<file path="src/rtl/position_ledger_if.sv">
`default_nettype none
// position_ledger_if: update, query, report and status bundle for position_ledger.
// The master side drives updates and queries; the slave side (the ledger) returns reports and status.
interface position_ledger_if #(
    parameter int SYMBOL_WIDTH = 32,
    parameter int VOLUME_WIDTH = 32,
    parameter int POS_WIDTH    = 48,
    parameter int NUM_SLOTS    = 16,
    parameter int SLOT_W       = $clog2(NUM_SLOTS)
);
    logic                    upd_valid;
    logic [SYMBOL_WIDTH-1:0] upd_symbol;
    logic [VOLUME_WIDTH-1:0] upd_quantity;
    logic                    upd_side;
    logic [POS_WIDTH-2:0]    pos_limit;
    logic                    clear;
    logic                    qry_valid;
    logic [SYMBOL_WIDTH-1:0] qry_symbol;
    logic                    qry_resp_valid;
    logic                    qry_found;
    logic [POS_WIDTH-1:0]    qry_position;
    logic                    rpt_valid;
    logic [SYMBOL_WIDTH-1:0] rpt_symbol;
    logic [POS_WIDTH-1:0]    rpt_position;
    logic [SLOT_W-1:0]       rpt_slot;
    logic                    rpt_breach;
    logic                    table_full;
    logic [SLOT_W:0]         used_slots;
    logic [31:0]             drop_count;
    logic [31:0]             breach_count;

    modport master (
        output upd_valid, upd_symbol, upd_quantity, upd_side, pos_limit, clear,
               qry_valid, qry_symbol,
        input  qry_resp_valid, qry_found, qry_position, rpt_valid, rpt_symbol,
               rpt_position, rpt_slot, rpt_breach, table_full, used_slots,
               drop_count, breach_count
    );

    modport slave (
        input  upd_valid, upd_symbol, upd_quantity, upd_side, pos_limit, clear,
               qry_valid, qry_symbol,
        output qry_resp_valid, qry_found, qry_position, rpt_valid, rpt_symbol,
               rpt_position, rpt_slot, rpt_breach, table_full, used_slots,
               drop_count, breach_count
    );
endinterface
`default_nettype wire

</file>
<file path="src/rtl/position_ledger.sv">
`default_nettype none
// position_ledger: per-symbol saturating net-position table with a registered update report and query port.
// Optional POSITION_LEDGER_ZERO_RECLAIM_EN frees a slot whose position returns to exactly zero on a hit.
module position_ledger #(
    parameter int SYMBOL_WIDTH = 32,
    parameter int VOLUME_WIDTH = 32,
    parameter int POS_WIDTH    = 48,
    parameter int NUM_SLOTS    = 16,
    parameter int SLOT_W       = $clog2(NUM_SLOTS)
) (
    input  wire logic        clk,
    input  wire logic        rst_n,
    position_ledger_if.slave bus
);
    localparam int EXT_W = ((POS_WIDTH > VOLUME_WIDTH) ? POS_WIDTH : VOLUME_WIDTH) + 2;
    localparam logic signed [EXT_W-1:0] C_POS_MAX =
        {{(EXT_W-POS_WIDTH+1){1'b0}}, {(POS_WIDTH-1){1'b1}}};
    localparam logic signed [EXT_W-1:0] C_NEG_MAX = -C_POS_MAX;

    logic [NUM_SLOTS-1:0]    valid_q;
    logic [SYMBOL_WIDTH-1:0] sym_q [NUM_SLOTS];
    logic [POS_WIDTH-1:0]    pos_q [NUM_SLOTS];

    logic                    s1_valid_q;
    logic [SYMBOL_WIDTH-1:0] s1_symbol_q;
    logic [VOLUME_WIDTH-1:0] s1_qty_q;
    logic                    s1_side_q;

    logic                    rpt_valid_q, rpt_breach_q;
    logic [SYMBOL_WIDTH-1:0] rpt_symbol_q;
    logic [POS_WIDTH-1:0]    rpt_position_q;
    logic [SLOT_W-1:0]       rpt_slot_q;
    logic                    qry_resp_valid_q, qry_found_q;
    logic [POS_WIDTH-1:0]    qry_position_q;
    logic [SLOT_W:0]         used_q, used_d;
    logic                    table_full_q;
    logic [31:0]             drop_q, breach_cnt_q;

    logic                    hit, free_ok, write_en, drop, alloc, reclaim, breach;
    logic [SLOT_W-1:0]       hit_idx, free_idx, wr_idx;
    logic [POS_WIDTH-1:0]    base, new_pos, abs_pos;
    logic signed [EXT_W-1:0] base_ext, qty_ext, sum;
    logic                    q_found;
    logic [POS_WIDTH-1:0]    q_pos;

    // Descending scan leaves the lowest-index free slot in free_idx.
    always_comb begin
        hit      = 1'b0;
        hit_idx  = '0;
        free_ok  = 1'b0;
        free_idx = '0;
        q_found  = 1'b0;
        q_pos    = '0;
        for (int i = NUM_SLOTS - 1; i >= 0; i--) begin
            if (valid_q[i] && (sym_q[i] == s1_symbol_q)) begin
                hit     = 1'b1;
                hit_idx = SLOT_W'(i);
            end
            if (!valid_q[i]) begin
                free_ok  = 1'b1;
                free_idx = SLOT_W'(i);
            end
            if (valid_q[i] && (sym_q[i] == bus.qry_symbol)) begin
                q_found = 1'b1;
                q_pos   = pos_q[i];
            end
        end
    end

    always_comb begin
        base     = hit ? pos_q[hit_idx] : '0;
        base_ext = {{(EXT_W-POS_WIDTH){base[POS_WIDTH-1]}}, base};
        qty_ext  = {{(EXT_W-VOLUME_WIDTH){1'b0}}, s1_qty_q};
        sum      = s1_side_q ? (base_ext - qty_ext) : (base_ext + qty_ext);
        if (sum > C_POS_MAX) begin
            new_pos = C_POS_MAX[POS_WIDTH-1:0];
        end else if (sum < C_NEG_MAX) begin
            new_pos = C_NEG_MAX[POS_WIDTH-1:0];
        end else begin
            new_pos = sum[POS_WIDTH-1:0];
        end
        abs_pos  = new_pos[POS_WIDTH-1] ? (~new_pos + 1'b1) : new_pos;
        breach   = abs_pos > {1'b0, bus.pos_limit};
        write_en = s1_valid_q && (hit || free_ok) && !bus.clear;
        drop     = s1_valid_q && !hit && !free_ok && !bus.clear;
        wr_idx   = hit ? hit_idx : free_idx;
        alloc    = write_en && !hit;
`ifdef POSITION_LEDGER_ZERO_RECLAIM_EN
        reclaim  = write_en && hit && (new_pos == '0);
`else
        reclaim  = 1'b0;
`endif
        used_d   = used_q + {{SLOT_W{1'b0}}, alloc} - {{SLOT_W{1'b0}}, reclaim};
    end

    always_ff @(posedge clk or negedge rst_n) begin
        if (!rst_n) begin
            valid_q <= '0;
            for (int i = 0; i < NUM_SLOTS; i++) begin
                sym_q[i] <= '0;
                pos_q[i] <= '0;
            end
        end else if (bus.clear) begin
            valid_q <= '0;
            for (int i = 0; i < NUM_SLOTS; i++) begin
                pos_q[i] <= '0;
            end
        end else if (write_en) begin
            valid_q[wr_idx] <= !reclaim;
            sym_q[wr_idx]   <= s1_symbol_q;
            pos_q[wr_idx]   <= new_pos;
        end
    end

    always_ff @(posedge clk or negedge rst_n) begin
        if (!rst_n) begin
            s1_valid_q  <= 1'b0;
            s1_symbol_q <= '0;
            s1_qty_q    <= '0;
            s1_side_q   <= 1'b0;
        end else begin
            s1_valid_q <= bus.upd_valid && !bus.clear;
            if (bus.upd_valid) begin
                s1_symbol_q <= bus.upd_symbol;
                s1_qty_q    <= bus.upd_quantity;
                s1_side_q   <= bus.upd_side;
            end
        end
    end

    always_ff @(posedge clk or negedge rst_n) begin
        if (!rst_n) begin
            rpt_valid_q      <= 1'b0;
            rpt_symbol_q     <= '0;
            rpt_position_q   <= '0;
            rpt_slot_q       <= '0;
            rpt_breach_q     <= 1'b0;
            qry_resp_valid_q <= 1'b0;
            qry_found_q      <= 1'b0;
            qry_position_q   <= '0;
            used_q           <= '0;
            table_full_q     <= 1'b0;
            drop_q           <= '0;
            breach_cnt_q     <= '0;
        end else if (bus.clear) begin
            rpt_valid_q      <= 1'b0;
            qry_resp_valid_q <= 1'b0;
            used_q           <= '0;
            table_full_q     <= 1'b0;
        end else begin
            rpt_valid_q      <= write_en;
            qry_resp_valid_q <= bus.qry_valid;
            used_q           <= used_d;
            table_full_q     <= (used_d == (SLOT_W+1)'(NUM_SLOTS));
            if (write_en) begin
                rpt_symbol_q   <= s1_symbol_q;
                rpt_position_q <= new_pos;
                rpt_slot_q     <= wr_idx;
                rpt_breach_q   <= breach;
            end
            if (bus.qry_valid) begin
                qry_found_q    <= q_found;
                qry_position_q <= q_pos;
            end
            if (drop && (drop_q != 32'hFFFF_FFFF)) begin
                drop_q <= drop_q + 32'd1;
            end
            if (write_en && breach && (breach_cnt_q != 32'hFFFF_FFFF)) begin
                breach_cnt_q <= breach_cnt_q + 32'd1;
            end
        end
    end

    assign bus.rpt_valid      = rpt_valid_q;
    assign bus.rpt_symbol     = rpt_symbol_q;
    assign bus.rpt_position   = rpt_position_q;
    assign bus.rpt_slot       = rpt_slot_q;
    assign bus.rpt_breach     = rpt_breach_q;
    assign bus.qry_resp_valid = qry_resp_valid_q;
    assign bus.qry_found      = qry_found_q;
    assign bus.qry_position   = qry_position_q;
    assign bus.used_slots     = used_q;
    assign bus.table_full     = table_full_q;
    assign bus.drop_count     = drop_q;
    assign bus.breach_count   = breach_cnt_q;
endmodule
`default_nettype wire

</file>
<file path="src/flat_wrapper.sv">
// flat-port wrapper written by rule: the top's interface ports become plain ports
module position_ledger_flat 
#(
    parameter int SYMBOL_WIDTH = 32,
    parameter int VOLUME_WIDTH = 32,
    parameter int POS_WIDTH    = 48,
    parameter int NUM_SLOTS    = 16,
    parameter int SLOT_W       = $clog2(NUM_SLOTS)
)
  (clk, rst_n, bus_upd_valid, bus_upd_symbol, bus_upd_quantity, bus_upd_side, bus_pos_limit, bus_clear, bus_qry_valid, bus_qry_symbol, bus_qry_resp_valid, bus_qry_found, bus_qry_position, bus_rpt_valid, bus_rpt_symbol, bus_rpt_position, bus_rpt_slot, bus_rpt_breach, bus_table_full, bus_used_slots, bus_drop_count, bus_breach_count);
  position_ledger_if #(.SYMBOL_WIDTH(SYMBOL_WIDTH), .VOLUME_WIDTH(VOLUME_WIDTH), .POS_WIDTH(POS_WIDTH), .NUM_SLOTS(NUM_SLOTS), .SLOT_W(SLOT_W)) bus_i ();
  input  wire logic clk;
  input  wire logic rst_n;
  input wire logic [$bits(bus_i.upd_valid)-1:0] bus_upd_valid;
  input wire logic [$bits(bus_i.upd_symbol)-1:0] bus_upd_symbol;
  input wire logic [$bits(bus_i.upd_quantity)-1:0] bus_upd_quantity;
  input wire logic [$bits(bus_i.upd_side)-1:0] bus_upd_side;
  input wire logic [$bits(bus_i.pos_limit)-1:0] bus_pos_limit;
  input wire logic [$bits(bus_i.clear)-1:0] bus_clear;
  input wire logic [$bits(bus_i.qry_valid)-1:0] bus_qry_valid;
  input wire logic [$bits(bus_i.qry_symbol)-1:0] bus_qry_symbol;
  output wire logic [$bits(bus_i.qry_resp_valid)-1:0] bus_qry_resp_valid;
  output wire logic [$bits(bus_i.qry_found)-1:0] bus_qry_found;
  output wire logic [$bits(bus_i.qry_position)-1:0] bus_qry_position;
  output wire logic [$bits(bus_i.rpt_valid)-1:0] bus_rpt_valid;
  output wire logic [$bits(bus_i.rpt_symbol)-1:0] bus_rpt_symbol;
  output wire logic [$bits(bus_i.rpt_position)-1:0] bus_rpt_position;
  output wire logic [$bits(bus_i.rpt_slot)-1:0] bus_rpt_slot;
  output wire logic [$bits(bus_i.rpt_breach)-1:0] bus_rpt_breach;
  output wire logic [$bits(bus_i.table_full)-1:0] bus_table_full;
  output wire logic [$bits(bus_i.used_slots)-1:0] bus_used_slots;
  output wire logic [$bits(bus_i.drop_count)-1:0] bus_drop_count;
  output wire logic [$bits(bus_i.breach_count)-1:0] bus_breach_count;
  assign bus_i.upd_valid = bus_upd_valid;
  assign bus_i.upd_symbol = bus_upd_symbol;
  assign bus_i.upd_quantity = bus_upd_quantity;
  assign bus_i.upd_side = bus_upd_side;
  assign bus_i.pos_limit = bus_pos_limit;
  assign bus_i.clear = bus_clear;
  assign bus_i.qry_valid = bus_qry_valid;
  assign bus_i.qry_symbol = bus_qry_symbol;
  assign bus_qry_resp_valid = bus_i.qry_resp_valid;
  assign bus_qry_found = bus_i.qry_found;
  assign bus_qry_position = bus_i.qry_position;
  assign bus_rpt_valid = bus_i.rpt_valid;
  assign bus_rpt_symbol = bus_i.rpt_symbol;
  assign bus_rpt_position = bus_i.rpt_position;
  assign bus_rpt_slot = bus_i.rpt_slot;
  assign bus_rpt_breach = bus_i.rpt_breach;
  assign bus_table_full = bus_i.table_full;
  assign bus_used_slots = bus_i.used_slots;
  assign bus_drop_count = bus_i.drop_count;
  assign bus_breach_count = bus_i.breach_count;
  position_ledger #(.SYMBOL_WIDTH(SYMBOL_WIDTH), .VOLUME_WIDTH(VOLUME_WIDTH), .POS_WIDTH(POS_WIDTH), .NUM_SLOTS(NUM_SLOTS), .SLOT_W(SLOT_W)) u_core (.clk(clk), .rst_n(rst_n), .bus(bus_i));
endmodule
</file>
<file path="config.mk">
export PLATFORM = sky130hd
export DESIGN_NAME = position_ledger_flat
export DESIGN_NICKNAME = d
export VERILOG_FILES = /design/src/rtl/position_ledger_if.sv /design/src/rtl/position_ledger.sv /design/src/flat_wrapper.sv
export SDC_FILE = /design/constraint.sdc
export NUM_CORES = 2
export LEC_CHECK = 0
export CORE_ASPECT_RATIO = 1.5
export CORE_UTILIZATION = 30
export CTS_BUF_LIST = sky130_fd_sc_hd__clkbuf_8
export CTS_CLUSTER_DIAMETER = 50
export DETAILED_ROUTE_END_ITERATION = 7
export SETUP_SLACK_MARGIN = 0.5
export SLEW_MARGIN = 20
export SYNTH_ARGS = -nofsm -noshare
export SYNTH_HDL_FRONTEND = slang
export SYNTH_SLANG_ARGS = --single-unit
</file>
<file path="constraint.sdc">
create_clock -name clk -period 17.87 [get_ports clk]
set_input_delay 3.574 -clock clk [delete_from_list [all_inputs] [get_ports clk]]
set_output_delay 3.574 -clock clk [all_outputs]
set_load 0.1 [all_outputs]
</file>
## Yosys cells after proc, flatten, opt, wreduce, memory -nomap -nowiden

Index checks and enable logic that the tools add are counted.

- Flip-flop bits (word level): 1568
- Bits of input ports: 149
- Output and inout bits: 206
- Word-level logic and storage cells: 277

- $add $sub $neg: 6
- Order comparisons: 8
- Eq/ne operators: 35
- Muxes and demuxes: 121
- Bitwise operators: 5
- Reductions and logical operators: 53

Operators by type and width:

| cell | count |
|---|---|
| $mux 768 | 2 |
| $mux 48 | 23 |
| $eq 32x32->1 | 32 |
| $bwmux 768 | 1 |
| $bwmux 512 | 1 |
| $bmux 48 s4 | 1 |
| $demux 48 s4 | 1 |
| $mux 4 | 33 |
| $demux 32 s4 | 1 |
| $add 32x1->32 const B | 2 |
| $ne 32x32->1 const B | 2 |
| $mux 1 | 52 |
| $gt 50x48->1 const B | 1 |
| $lt 50x48->1 const B | 1 |
| $mux 50 | 1 |
| $add 48x33->49 | 1 |
| $sub 48x33->49 | 1 |
| $add 48x1->48 const B | 1 |
| $gt 48x47->1 | 1 |
| $not 48->48 | 1 |
| $logic_and 1x1->1 | 44 |
| $mux 16 | 2 |
| $mux 32 | 1 |
| $or 16x16->16 | 1 |
| other kinds (14) | 21 |

## Longest topological paths before layout

- Depth after elaboration: 35
- Depth in mapped cells: 60
- Mapped depth without buffers: 52

## Least setup slack after synthesis

Ideal clock, no wire load.

- Kind: flip-flop to flip-flop
- Start point: register u_core.s1_symbol_q[31]
- End point: register u_core.breach_cnt_q[11] (netlist: u_core.bus.breach_count[11])
- Setup time: 162 ps
- Arrival time: 12531 ps
- Data required time: 17708 ps
- Slack: 5177 ps
- Stages on the path, launching flop included: 55
- Buffers on the path: 9
- Period minus slack after synthesis: 12693 ps
- Path through: dfrtp_1 > buf_2 > xor2_1 > or4_1 > or3b_1 > or4_1 > o311ai_1 > a31o_2 > a32o_1 > buf_2 > buf_1 > clkbuf_1 > buf_1 > a31oi_1 > a21oi_1 > a22oi_1 > fa_1 > a21oi_1 > [... 19 more ...] > xor2_1 > ha_1 > nor2b_1 > o21ai_0 > nand2b_1 > a21oi_1 > o21ai_0 > a221o_1 > a21o_1 > a21oi_1 > a21boi_0 > o21ai_0 > a211o_1 > a21oi_1 > and2_1 > clkbuf_1 > and4_1 > xor2_1

- Longest elaborated chain between the ends: 35
- Elaborated cells between the ends (all ways): 86
- Those cells by class: 3 x add/sub; 3 x order compare; 16 x eq/ne; 40 x mux; 2 x bitwise; 22 x reduce/logical

RTL lines:

| item | line | text |
|---|---|---|
| from (decl) | position_ledger.sv:25 | `logic [SYMBOL_WIDTH-1:0] s1_symbol_q;` |
| from (signal assigned) | position_ledger.sv:124 | `s1_symbol_q <= bus.upd_symbol;` |
| $eq 32x32->1 | position_ledger.sv:55 | `if (valid_q[i] && (sym_q[i] == s1_symbol_q)) begin` |
| $logic_and 1x1->1 | position_ledger.sv:55 |  |
| $mux 4 (16 in a row) | position_ledger.sv:55 |  |
| $not 4->5 (not written as such) | position_ledger.sv:71 | `base = hit ? pos_q[hit_idx] : '0;` |
| $bmux 48 s4 | position_ledger.sv:71 |  |
| $mux 48 (not written as such) (2 in a row) | position_ledger.sv:71 |  |
| $mux 48 | position_ledger.sv:71 |  |
| $add 48x33->49 or $sub 48x33->49 (tied branches) | position_ledger.sv:74 | `sum = s1_side_q ? (base_ext - qty_ext) : (base_ext + qty_ext);` |
| [... 2 more ...] | -- |  |
| $mux 48 | position_ledger.sv:77 | `end else if (sum < C_NEG_MAX) begin` |
| $mux 48 | position_ledger.sv:75 | `if (sum > C_POS_MAX) begin` |
| $not 48->48 | position_ledger.sv:82 | `abs_pos = new_pos[POS_WIDTH-1] ? (~new_pos + 1'b1) : new_pos;` |
| $add 48x1->48 | position_ledger.sv:82 |  |
| $mux 48 | position_ledger.sv:82 |  |
| $gt 48x47->1 | position_ledger.sv:83 | `breach = abs_pos > {1'b0, bus.pos_limit};` |
| $logic_and 1x1->1 (*) (2 in a row) | position_ledger.sv:168 | `if (write_en && breach && (breach_cnt_q != 32'hFFFF_FFFF)) begin` |
| $reduce_and 2->1 (no line) (*) | -- |  |
| to (signal assigned) | position_ledger.sv:169 | `breach_cnt_q <= breach_cnt_q + 32'd1;` |
| to (decl) | position_ledger.sv:37 | `logic [31:0] drop_q, breach_cnt_q;` |

Mark *: on every way between the ends. The rest lies on a longest branch, timed or not. The select of a mux whose other input is x is not followed.
A chain may end at the register's enable or synchronous reset.

## Worst setup path after layout

- Start point: register u_core.s1_symbol_q[25]
- End point: register u_core.breach_cnt_q[31] (netlist: u_core.bus.breach_count[31])

Same word-level chain as after synthesis.

==> out/results.md <==
| Stage | Result | This run |
| --- | --- | --- |
| final layout | Flip-flop and latch area | 39270 sq um |
| timing | Unrepaired setup endpoints after global routing | false |
| clock network | CTS tree | done |
| yosys | Ranking of synthesized cells by area | sky130_fd_sc_hd__dfrtp_1 42%, sky130_fd_sc_hd__nand2_1 10%, sky130_fd_sc_hd__o21ai_0 6.1%, sky130_fd_sc_hd__xnor2_1 6.0%, sky130_fd_sc_hd__xor2_1 5.1% |
| route | Remaining DRCs | 20 |
| critical path | Crit-path max cell delay | 860 ps |
| critical path | Kind of cell adding the most delay to the critical path | compound AO/OA/AOI/OAI gates |
| yosys | Distinct cell type count of the synthesized netlist | 96 |
| grt | Vias in the first global route | 86177 |
| yosys | Most common cell in the netlist | sky130_fd_sc_hd__nand2_1 |
| timing | Final hold vios | 0 |
| job | Number of max-cap violations | 0 |
| grt | Number of antenna violations at the first check in global routing | 24 |
| critical path | Buffers & Inverters on Critical Path | 5 |
| clock network | H-Tree Level Count | 5 |
| clock network | Maximum count of clock buffers along a single path | 4 |
| critical path | Cell with the largest stage delay on the worst path | sky130_fd_sc_hd__nor4b_1 |
| final layout | Number of nets at the end of the flow | 11407 |
| clock network | Number of buffers inserted by post-CTS setup repair | 0 |
| grt | Combined global-route utilization of all metal layers | 27.80% |
| grt | Global-route wire length before repair | 627100 um |
| final layout | Layout overhead on the synthesized area | 15.07% |
| yosys | Synth Register Bits | 1568 |
| yosys | Commonest cells post-synth | 2461 x sky130_fd_sc_hd__nand2_1, 1568 x sky130_fd_sc_hd__dfrtp_1, 1129 x sky130_fd_sc_hd__o21ai_0 |
| placed design | Count of placed standard cells including taps | 14880 |
| placed design | Placer congestion estimate | 0.9819 |
| final layout | Final standard cell count with taps included and fillers excluded | 15402 |
| yosys | Netlist area before placement | 92490 sq um |
| placed design | Number of port buffers | 354 |
| critical path | Required time reported for the critical path endpoint | 18780 ps |
| yosys | Top cell type by total area after synthesis | sky130_fd_sc_hd__dfrtp_1 |
| power and ir drop | Peak supply drop | 0.09102 mV |
| yosys | Async SR Flop Fraction | 100.0% |
| floorplan | Core area | 306600 sq um |
| clock network | Clock tree sinks | 1568 |
| final layout | Final design utilization | 34.72% |
| grt | Maximum number of pins on one net before global-route repair | 161 |
| route | Number of nets with antenna violations after detailed routing | 0 |
| floorplan | Number of rows in the core area | 249 |
| critical path | Crit path DAT | 17120 ps |
| critical path | CP max FO | 106 |
| power and ir drop | Portion of total power attributed to combinational logic | 22.2% |
| critical path | Kind of end point of the critical path | register |
| final layout | Fill count | 32092 |
| power and ir drop | Seq pwr share | 40.4% |
| route | Number of design-rule violations left by the first detailed-router iteration | 10106 |
| route | Average detailed-routed wire length per instance | 28.78 um |
| timing | Fraction of the cycle the final worst path needs | 90.70% |
| yosys | Post-Syn Instances | 11125 |
| timing | Minimum clock period after layout | 16210 ps |
| placed design | Final HPWL DP | 284800 um |
| power and ir drop | Leakage power of the design | 0.04743 uW |
| clock network | Clock-pin slew on the worst setup and hold paths | 60 ps |
| timing | Max frequency | 61.69 MHz |
| floorplan | Starting Density | 30.17% |
| clock network | Clock tree root buffer cell | sky130_fd_sc_hd__clkbuf_8 |
| timing | Number of max-slew violations in the final report | 0 |
| grt | Global route total overflow | 0 |
| yosys | Fraction of synthesized cell area taken by the top area cell type | 42.42% |
| timing | Endpoints failing setup | 0 |
| power and ir drop | Part of the power in the clock network | 37.4% |
| power and ir drop | Cell-internal power | 6097 uW |
| final layout | Fraction of final layout cells sized beyond drive strength 1 | 8.729% |
| timing | Slew at the pin with the worst max-slew slack | 1244 ps |
| yosys | EDFF count, synth | 0 |
| floorplan | Total die area | 310600 sq um |
| route | Routed vias/inst | 5.748 |
| timing | Max_slew headroom | 16.88% |
| route | Final wirelength | 443200 um |
| power and ir drop | Power density normalized to cell area | 89.76 nW/um^2 |
| floorplan | DIE HEIGHT | 682.0 um |
| critical path | Critical path launch point type | register |
| power and ir drop | Total net switching power | 3456 uW |
| outcome | Violated checks | DRC |
| yosys | Number of synthesis warnings | 0 |
| clock network | Clock buffer count from CTS | 289 |
| critical path | Most used cell along the critical path | sky130_fd_sc_hd__o21ai_0 |
| floorplan | Die Wd | 455.4 um |
| critical path | Reg-to-reg slack, setup | 1660 ps |
| power and ir drop | Net switching share of the total power | 36.17% |
| route | 1st-pass router iterations | 8 |
| outcome | Result of the run | finished with violations |
| critical path | Crit Path Class | register to register |
| timing | Sum of negative setup slack | 0 ps |
| yosys | Ys flop type | sky130_fd_sc_hd__dfrtp_1 |
| yosys | Post-synthesis sequential area ratio | 42.42% |
| route | Number of vias in the routed layout | 88531 |
| floorplan | Top-level port count | 355 |
| yosys | Mean post-synth cell area | 8.314 sq um |
| final layout | Multi-input combinational cell area | 49670 sq um |
| clock network | Skew-Pair Late Insertion Delay | 1040 ps |
| worst hold path | Hold/Removal Path Class | register to register |
| yosys | Syn nets | 11376 |
| timing | Worst hold slack | 476.5 ps |
| timing | Worst clock skew | 96.78 ps |
[path summary, 6_finish.rpt]
path                                                    startpoint                                      end  cells past startpoint
setup / recovery                u_core.s1_symbol_q[25]$_DFFE_PN0P_  u_core.bus.breach_count[31]$_DFFE_PN0P_                     47
max in group asynchronous                                    rst_n            u_core.pos_q[381]$_DFFE_PN0P_                      5
setup reg to reg                u_core.s1_symbol_q[25]$_DFFE_PN0P_  u_core.bus.breach_count[31]$_DFFE_PN0P_                     47
min in group asynchronous                                    rst_n    u_core.bus.rpt_symbol[22]$_DFFE_PN0P_                      1
hold reg to reg            u_core.bus.rpt_position[24]$_DFFE_PN0P_  u_core.bus.rpt_position[24]$_DFFE_PN0P_                      2
hold / removal             u_core.bus.rpt_position[24]$_DFFE_PN0P_  u_core.bus.rpt_position[24]$_DFFE_PN0P_                      2
[cells by family after synthesis]
group,Yosys count,synth area share (%)
DFF,1568,42.42
xor gates and xnor gates,1173,11.12
and+or+nand+nor,4268,20.43
muxes,267,3.032
buffers and inverters,1118,4.685
adders and majority gates,105,1.420
AOI/OAI and AO/OA,2626,16.90
[sequential cells by signal (all words and copies together) (netlist names), 4 cells and up]
register	cells
u_core.pos_q	768
u_core.sym_q	512
u_core.bus.qry_position	48
u_core.bus.rpt_position	48
u_core.bus.breach_count	32
u_core.bus.drop_count	32
u_core.bus.rpt_symbol	32
u_core.s1_qty_q	32
u_core.s1_symbol_q	32
u_core.valid_q	16
u_core.bus.used_slots	5
u_core.bus.rpt_slot	4
[metrics by stage]
stage / instance area, sq um / total power [uW] / setup slack, ps
3_5_place_dp: 100600 / 6011 / 1450
2_1_floorplan: 92490 / 5115 / 5177
4_1_cts: 106300 / 9575 / 1446
6_report: 106400 / 9553 / 1661
3_3_place_gp: 100500 / 6017 / 1582
5_1_grt: 106400 / 9863 / 854.4
[area by class of cell]
cell class / count / area share, %
Multi-Input combinational cell: 8439 / 46.67
Sequential cell: 1568 / 36.89
Timing Repair Buffer: 633 / 5.469
Tap cell: 4016 / 4.721
Clock buffer: 356 / 4.604
Inverter: 225 / 0.7994
Clock inverter: 144 / 0.7900
Antenna cell: 21 / 0.04938
[worst reg2reg max path: cells and delay by family (launching register included)]
| family | cells | cell delay (ps) |
|---|---|---|
| compound gates | 21 | 6780 |
| simple gates | 14 | 5000 |
| buf+inv | 5 | 2110 |
| fa+ha+maj | 3 | 930 |
| flops | 1 | 530 |
| xor+xnor | 3 | 430 |
| mux | 1 | 380 |
[per-layer routing]
layer | wire, um | up-vias | global-route usage [%] | share of wire [%]
li1 | - | 38201 | - | -
met5 | 89 | - | 0 | 0.020
met4 | 37870 | 12 | 20.35 | 8.5
met3 | 41560 | 1739 | 6.338 | 9.4
met2 | 200200 | 5262 | 44.20 | 45
met1 | 163500 | 43317 | 32.72 | 37
[power groups by stage]
stage	clock network [uW]	registers, uW	logic [uW]
CTS	3620	3860	2100
floorplan	0	4240	870
detailed placement	0	3920	2090
finish	3570	3860	2120
global placement	0	3920	2100
global route	3780	3870	2220
[cell usage in the layout, fill, tap and decap left out, types with 20 or more instances in the layout]
cell type	Yosys	layout
sky130_fd_sc_hd__and2_1	115	115
sky130_fd_sc_hd__mux2_2	71	71
sky130_fd_sc_hd__nor4b_1	22	22
sky130_fd_sc_hd__or4_1	41	32
sky130_fd_sc_hd__nor3_1	108	93
sky130_fd_sc_hd__nand2_1	2461	2442
sky130_fd_sc_hd__dfrtp_1	1568	1546
sky130_fd_sc_hd__xnor2_1	636	635
sky130_fd_sc_hd__nor2b_1	20	20
sky130_fd_sc_hd__a22o_1	130	130
sky130_fd_sc_hd__nand3_1	124	122
sky130_fd_sc_hd__o21ai_0	1129	1127
sky130_fd_sc_hd__nor2_1	678	659
sky130_fd_sc_hd__buf_4	1	290
sky130_fd_sc_hd__a22oi_1	47	47
sky130_fd_sc_hd__nand2b_1	59	58
sky130_fd_sc_hd__diode_2	0	21
sky130_fd_sc_hd__a211oi_1	245	245
sky130_fd_sc_hd__nand4_1	208	208
sky130_fd_sc_hd__o211ai_1	20	20
sky130_fd_sc_hd__a21oi_1	628	600
sky130_fd_sc_hd__a311oi_1	48	47
sky130_fd_sc_hd__a31oi_1	101	101
sky130_fd_sc_hd__clkinv_2	0	30
sky130_fd_sc_hd__o21a_1	28	26
sky130_fd_sc_hd__ha_1	101	101
sky130_fd_sc_hd__nor4_1	202	198
sky130_fd_sc_hd__dfrtp_2	0	22
sky130_fd_sc_hd__clkdlybuf4s50_1	0	319
sky130_fd_sc_hd__xor2_1	536	536
sky130_fd_sc_hd__clkbuf_8	0	356
sky130_fd_sc_hd__mux2i_1	192	192
sky130_fd_sc_hd__and3_1	78	78
sky130_fd_sc_hd__nor3b_1	55	55
sky130_fd_sc_hd__or3_1	23	23
sky130_fd_sc_hd__o221ai_1	49	49
sky130_fd_sc_hd__inv_1	223	294
sky130_fd_sc_hd__a21o_1	35	35
[repair_timing]
action,CTS,global route
resized for setup,0,2
hold buffers,0,0
endpoints found under the setup margin,0,13
Power figures use the tool's default switching activity.
